`src/rtl/vld_rdy_fifo.sv`:
```
// rtl/vld_rdy_fifo.sv - multi-entry valid/ready FIFO; optional zero-latency bypass via VLD_RDY_FIFO_BYPASS_EN
module vld_rdy_fifo #(
  parameter int DW    = 32,
  parameter int DEPTH = 4,
  localparam int AW   = $clog2(DEPTH)
) (
  input  logic          clk,
  input  logic          rst_n,
  input  logic          vld_i,
  output logic          rdy_o,
  input  logic [DW-1:0] data_i,
  output logic          vld_o,
  input  logic          rdy_i,
  output logic [DW-1:0] data_o,
  output logic [AW:0]   cnt_o,
  output logic          full_o,
  output logic          empty_o
);

  logic [AW:0]   wr_ptr_q, wr_ptr_d;
  logic [AW:0]   rd_ptr_q, rd_ptr_d;
  logic [DW-1:0] mem_q [DEPTH];
  logic [DW-1:0] head;
  logic          empty, full, push, pop;

  // Extra pointer MSB distinguishes full from empty when the index bits match.
  assign empty = (wr_ptr_q == rd_ptr_q);
  assign full  = (wr_ptr_q[AW] != rd_ptr_q[AW]) &&
                 (wr_ptr_q[AW-1:0] == rd_ptr_q[AW-1:0]);
  assign head  = mem_q[rd_ptr_q[AW-1:0]];

  assign rdy_o   = ~full;
  assign full_o  = full;
  assign empty_o = empty;
  assign cnt_o   = wr_ptr_q - rd_ptr_q;

`ifdef VLD_RDY_FIFO_BYPASS_EN
  logic bypass;
  assign bypass = empty & vld_i;
  assign vld_o  = ~empty | vld_i;
  assign data_o = bypass ? data_i : head;
  // A word taken straight through never touches storage.
  assign push   = vld_i & rdy_o & ~(bypass & rdy_i);
  assign pop    = ~empty & rdy_i;
`else
  assign vld_o  = ~empty;
  assign data_o = head;
  assign push   = vld_i & rdy_o;
  assign pop    = vld_o & rdy_i;
`endif

  always_comb begin
    wr_ptr_d = wr_ptr_q + (AW+1)'(push);
    rd_ptr_d = rd_ptr_q + (AW+1)'(pop);
  end

  always_ff @(posedge clk or negedge rst_n) begin
    if (!rst_n) begin
      wr_ptr_q <= '0;
      rd_ptr_q <= '0;
      for (int i = 0; i < DEPTH; i++) mem_q[i] <= '0;
    end else begin
      wr_ptr_q <= wr_ptr_d;
      rd_ptr_q <= rd_ptr_d;
      if (push) mem_q[wr_ptr_q[AW-1:0]] <= data_i;
    end
  end

endmodule

```
`config.mk`:
```
export PLATFORM = sky130hd
export DESIGN_NAME = vld_rdy_fifo
export DESIGN_NICKNAME = d
export VERILOG_FILES = /design/src/rtl/vld_rdy_fifo.sv
export SDC_FILE = /design/constraint.sdc
export NUM_CORES = 1
export LEC_CHECK = 0
export BUFFER_PORTS_ARGS = -buffer_cell sky130_fd_sc_hd__buf_2
export CORE_MARGIN = 5
export CORE_UTILIZATION = 40
export DETAILED_ROUTE_END_ITERATION = 10
export SLEW_MARGIN = 0
export SYNTH_ARGS = -nofsm -noshare
export SYNTH_HDL_FRONTEND = slang
export SYNTH_SLANG_ARGS = --single-unit
```
`constraint.sdc`:
```
create_clock -name clk -period 2.89 [get_ports clk]
set_input_delay 0.1445 -clock clk [delete_from_list [all_inputs] [get_ports clk]]
set_output_delay 0.1445 -clock clk [all_outputs]
set_load 0.005 [all_outputs]
```
== Yosys cells after proc, flatten, opt, wreduce, memory -nomap -nowiden ==
Cells that the tools add are included.

* Register bits: 134
* Bits of input ports: 36
* Output and inout bits: 39

* Add/sub/neg operators: 3
* $lt $le $gt $ge: 3
* Eq/ne operators: 3
* Muxes and demuxes: 6
* Bitwise operators: 6
* Reduce and logical (&&, ||, !) cells: 2

{| class="wikitable"
|+ Operators by type and width
! operator !! number
|-
| 128-bit bitwise mux || 1
|-
| 32-bit two-way mux || 3
|-
| 32-bit binary-select mux with 2-bit select || 1
|-
| 32-bit demux with 2-bit select || 1
|-
| 3-bit by 1-bit adder with 3-bit output || 2
|-
| 3-bit >= comparator (second input constant) || 2
|-
| 2-bit NOT with 3-bit output || 2
|-
| 3-bit == test || 1
|-
| 3-bit by 1-bit < comparator with 1-bit output (second input constant) || 1
|-
| 3-bit subtractor || 1
|-
| 1-bit bitwise AND || 2
|-
| 2-bit == test || 1
|-
| 1-bit logical AND || 2
|-
| 1-bit NOT || 2
|-
| 1-bit inequality test || 1
|}

== Logic depth before layout (Yosys ltp) ==
* Word-level depth: 6
* Gate-level depth with buffers: 10
* Depth with buffers taken out: 8

== Worst setup path before layout ==
OpenSTA, ideal clock, no wires.

* Kind: reg2reg
* Start point: register rd_ptr_q[1]
* End point: register mem_q[100] (netlist bit)
* Setup time: 0.125 ns
* Arrival: 2.223 ns
* Slack: 0.542 ns
* Stages on the path, launching flop included: 9
* Path buffers: 3
* Period minus slack after synthesis: 2.348 ns
* Cells stage by stage: dfrtp_1 clkbuf_1 clkbuf_1 inv_1 ha_1 nand2_1 o2111ai_2 buf_6 mux2_2

* Word-level cells in the longest chain between the ends: 4

{| class="wikitable"
|+ Ends and longest elaborated chain
! what !! RTL line !! text
|-
| start, declared || 21 || <nowiki>logic [AW:0] rd_ptr_q, rd_ptr_d;</nowiki>
|-
| start signal, assigned || 64 || <nowiki>rd_ptr_q <= rd_ptr_d;</nowiki>
|-
| 2-bit == test || 29 || <nowiki>(wr_ptr_q[AW-1:0] == rd_ptr_q[AW-1:0]);</nowiki>
|-
| 1-bit logical AND || 28 || <nowiki>assign full = (wr_ptr_q[AW] != rd_ptr_q[AW]) &&</nowiki>
|-
| 1-bit NOT || 32 || <nowiki>assign rdy_o = ~full;</nowiki>
|-
| 1-bit bitwise AND || 48 || <nowiki>assign push = vld_i & rdy_o;</nowiki>
|-
| end signal, assigned by index || 65 || <nowiki>if (push) mem_q[wr_ptr_q[AW-1:0]] <= data_i;</nowiki>
|-
| end, declared || 22 || <nowiki>logic [DW-1:0] mem_q [DEPTH];</nowiki>
|}

No other way between the ends.
A chain may end at the register's enable or synchronous reset.

== Worst setup path in the final report ==
* Start point: register rd_ptr_q[0]
* End point: output data_o[31]

* Word-level cells in the longest chain between the ends: 4

{| class="wikitable"
|+ Ends and longest elaborated chain
! what !! RTL line !! text
|-
| 2-bit NOT with 3-bit output (not written as such) || 30 || <nowiki>assign head = mem_q[rd_ptr_q[AW-1:0]];</nowiki>
|-
| 32-bit binary-select mux with 2-bit select || 30 ||
|-
| 32-bit two-way mux (not written as such) (2 in series) || 30 ||
|-
| end, declared || 14 || <nowiki>output logic [DW-1:0] data_o,</nowiki>
|}

No other way between the ends. The select of a mux whose other input is x is not followed.

==> reports/qor_table.md <==
| Metric | Reported | Unit |
|:---|:---|:---|
| Outcome | finished clean | - |
| RSZ-0062 raised after global routing | no | - |
| First-pass detailed-route iteration total | 4 | - |
| Part of the total power dissipated in the clock network | 23.0 | % |
| Worst r2r src | wr_ptr_q[0] | - |
| Number of standard cells in the final layout excluding fillers | 648 | - |
| Worst skew pair latency | 0.42 | ns |
| Synthesized cell area | 0.006110 | mm² |
| Quantity of gates resized following cts | 0 | - |
| Share of the clock period used by the worst path | 79.44 | % |
| Multiplexer fraction of the synthesized cell area | 38.46 | % |
| Maximum fanout along the worst path | 33 | - |
| Drt drc | 0 | - |
| Synthesized net count | 386 | - |
| Placed cell areas | 0.006680 | mm² |
| Power spent charging and discharging nets | 2.897 | mW |
| Worst-case register-to-register setup slack | 0.66 | ns |
| Required time of the worst setup path | 2.75 | ns |
| Worst hold slack across all endpoints | 0.01738 | ns |
| TritonCTS buffer count | 17 | - |
| Flip-flop and latch count after synthesis | 134 | - |
| Mapped Cells | 343 | - |
| Vias in the first global route | 3727 | - |
| Final instance area | 0.007503 | mm² |
| Highest ir drop seen on vdd | 0.5124 | mV |
| Core Area | 0.01509 | mm² |
| Portion of total power attributed to combinational logic | 42.3 | % |
| Type of the worst setup path | register to primary output | - |
| Switching share of total power | 29.86 | % |
| Total Neg Setup Slack | 0 | ns |
| Fill cell instance count of the final layout | 1287 | - |
| Number of design-rule violations left by the first detailed-router iteration | 133 | - |
| Number of setup violations in the final report | 0 | - |
| Main combinational cell family by area after synthesis | multiplexers | - |
| Library cells used by synthesis | 23 | - |
| Average detailed-routed wire length per instance | 19.44 | µm |
| Sequential Power Share | 34.7 | % |
| Clock slew at reported path FFs | 0.06 | ns |
| Maximum level of the CTS H-tree | 4 | - |
| Normalized max-slew margin | 26.42 | % |
| R2R Path End | mem_q[52] | - |
| Width of the die | 133.6 | µm |
| Estimated wirelength of the detail-placed design | 7643 | µm |
| Most common library cell in the layout ignoring fill and taps | dfrtp_1 | - |
| Global routing usage summed across all routing layers | 15.26 | % |
| Area growth syn-to-layout | 22.81 | % |
| Hold path cells | 2 | - |
| Final slew viol count | 0 | - |
| Final min period | 2.296 | ns |
| Worst endpoint data arrival time | 2.15 | ns |
| Number of nets at the end of the flow | 490 | - |
| Die ar. | 0.01785 | mm² |
| Max Buffers Root-to-Sink | 2 | - |
| Post-CTS Setup Inserts | 0 | - |
| Clock tree from TritonCTS | yes | - |
| Average vias per placed instance | 5.110 | - |
| FMAX | 435.6 | MHz |
| Antenna Nets Post-Route | 0 | - |
| DP Cell Count | 595 | - |
| Initial antenna violation count | 0 | - |
| Final weighted congestion in routability-driven placement | 0.7250 | - |
| Internal portion of total power | 6.807 | mW |
| Highest-count cells in the layout ignoring fill and taps | 132 x dfrtp_1, 76 x mux2_2, 73 x buf_2, 50 x mux2_4, 32 x mux4_2 | - |
| Starting density of the core | 40.49 | % |
| Final global-route overflow total | 0 | - |
| Vert. Die Dim | 133.6 | µm |
| Worst Setup End Kind | primary output | - |
| I/O pin total | 75 | - |
| Startpoint Class | register | - |
| Simple-Gate Fraction of Synth Area | 0.4915 | % |
| Hold Vio Cnt, Final | 0 | - |
| Pwr dens | 1293 | mW/mm² |
| Total via count in the routed design | 3311 | - |
| Site row count | 45 | - |
| Final wirelength | 12600 | µm |
| Layout cell share with drive strength beyond 1 | 60.22 | % |
| Number of max-capacitance violations reported | 0 | - |
| N_diodes | 0 | - |
| Largest net degree at the start of global routing | 122 | - |
| Count of input and output buffers | 74 | - |
| Post-Synth Adder-Cell Area | 1.556 | % |
| Depth of the most critical reg-to-reg path | 6 | - |
| Worst clock skew | 0.009700 | ns |
| Slew of the pin with the lowest slew margin | 1.104 | ns |
| Worst min-delay path class | input pin to register | - |
| Static Leakage | 3.324 | nW |
| Share of the synthesized area in compound gates (AO/OA/AOI/OAI) | 0.7577 | % |
| Worst Min Path Start | data_i[2] | - |
| Average size of a mapped cell | 17.81 | µm² |
| CTS root buffer | clkbuf_16 | - |
| Seq/Total Area, Yosys | 54.88 | % |
| Post-synthesis xor/xnor area fraction | 0.8396 | % |
| Hold endpoint | mem_q[66] | - |
| Ys Warns | 0 | - |
| Clock sink total | 134 | - |
| Global-route wire length before repair | 20740 | µm |
-- worst max-delay path by stage --
stage               slack [ns]         from         end
floorplan                 0.54  rd_ptr_q[1]  mem_q[100]
global placement          0.74  wr_ptr_q[0]   mem_q[52]
detailed placement        0.66  wr_ptr_q[0]   mem_q[52]
CTS                       0.53  rd_ptr_q[0]  data_o[31]
global route              0.44  rd_ptr_q[0]  data_o[31]
finish                    0.59  rd_ptr_q[0]  data_o[31]
-- stage by stage --
| step | setup slack, ns | total power [mW] | util (%) |
|---|---|---|---|
| after detailed placement | 0.6638 | 7.556 | 44.27 |
| final | 0.5941 | 9.704 | 49.73 |
| after floorplan | 0.5424 | 6.225 | - |
| after global routing | 0.4440 | 10.33 | 49.73 |
| after CTS | 0.5316 | 9.871 | 49.73 |
| after global placement | 0.7403 | 7.437 | 44.27 |
-- cells by family (layout without fill, tap and decap cells) --
logic type               after synthesis  after routing
flip-flops                           134            134
multiplexers                         160            160
AND/OR/NAND/NOR                        6              6
buffers and inverters                 27            144
XOR/XNOR                               5              5
AO/OA/AOI/OAI                          4              4
adder cells (fa/ha/maj)                7              7
-- synth_stat cells --
library cell,count,area [µm²]
buf_2,3,15.01
ha_1,6,75.07
nand2_1,1,3.750
mux4_2,32,720.7
a31oi_1,1,6.260
buf_4,3,22.52
inv_1,7,26.28
mux2_1,2,22.52
o2111a_2,2,25.02
and2_1,1,6.260
xnor2_2,1,16.27
xnor2_1,1,8.760
nor2b_1,1,6.260
dfrtp_1,134,3353
nand3_1,2,10.01
o2111ai_2,1,15.01
mux2_4,50,750.7
nor2_1,1,3.750
xor2_1,3,26.28
clkbuf_1,5,18.77
mux2_2,76,855.8
buf_6,9,101.4
fa_1,1,20.02
-- per-layer routing --
metal  track usage (%)  vias to the layer above  part of all wire (%)
met2             24.21                       63                    49
met4             6.057                        0                   1.2
met1             20.12                     1753                    46
met5                 0                        -                     0
met3             4.003                       14                   3.9
li1                  -                     1481                     -
-- flip-flops by register name, indices dropped and copies added, names as in the netlist --
register,count
rd_ptr_q,3
wr_ptr_q,3
mem_q,128
-- cell type report --
cell class                 instances  area [µm²]  area share, %
timing repair buffer             105       674.4          8.988
inverter                           7       26.28         0.3502
clock inverter                     7       117.6          1.567
sequential                       134        3356          44.72
multi-input combinational        182        2599          34.63
tap                              188       235.2          3.135
clock buffer                      25       495.5          6.603
-- power by group through the flow --
stage          registers [mW]  clock network, mW  logic, mW
6_report                 3.37               2.23       4.10
5_1_grt                  3.49               2.38       4.46
4_1_cts                  3.38               2.29       4.21
3_5_place_dp             3.39                  0       4.17
3_3_place_gp             3.35                  0       4.09
2_1_floorplan            3.21                  0       3.01
-- critical path: stages, from the launching register on --
cell and delay (ns):
dfrtp_2 0.36, buf_4 0.56, mux4_2 0.63, buf_2 0.15
-- what timing repair did --
item	CTS	global route
setup endpoints to repair	0	0
hold buffers	21	0
endpoints found under the hold margin	189	0
Note: power is estimated with default switching activity, not from simulation.
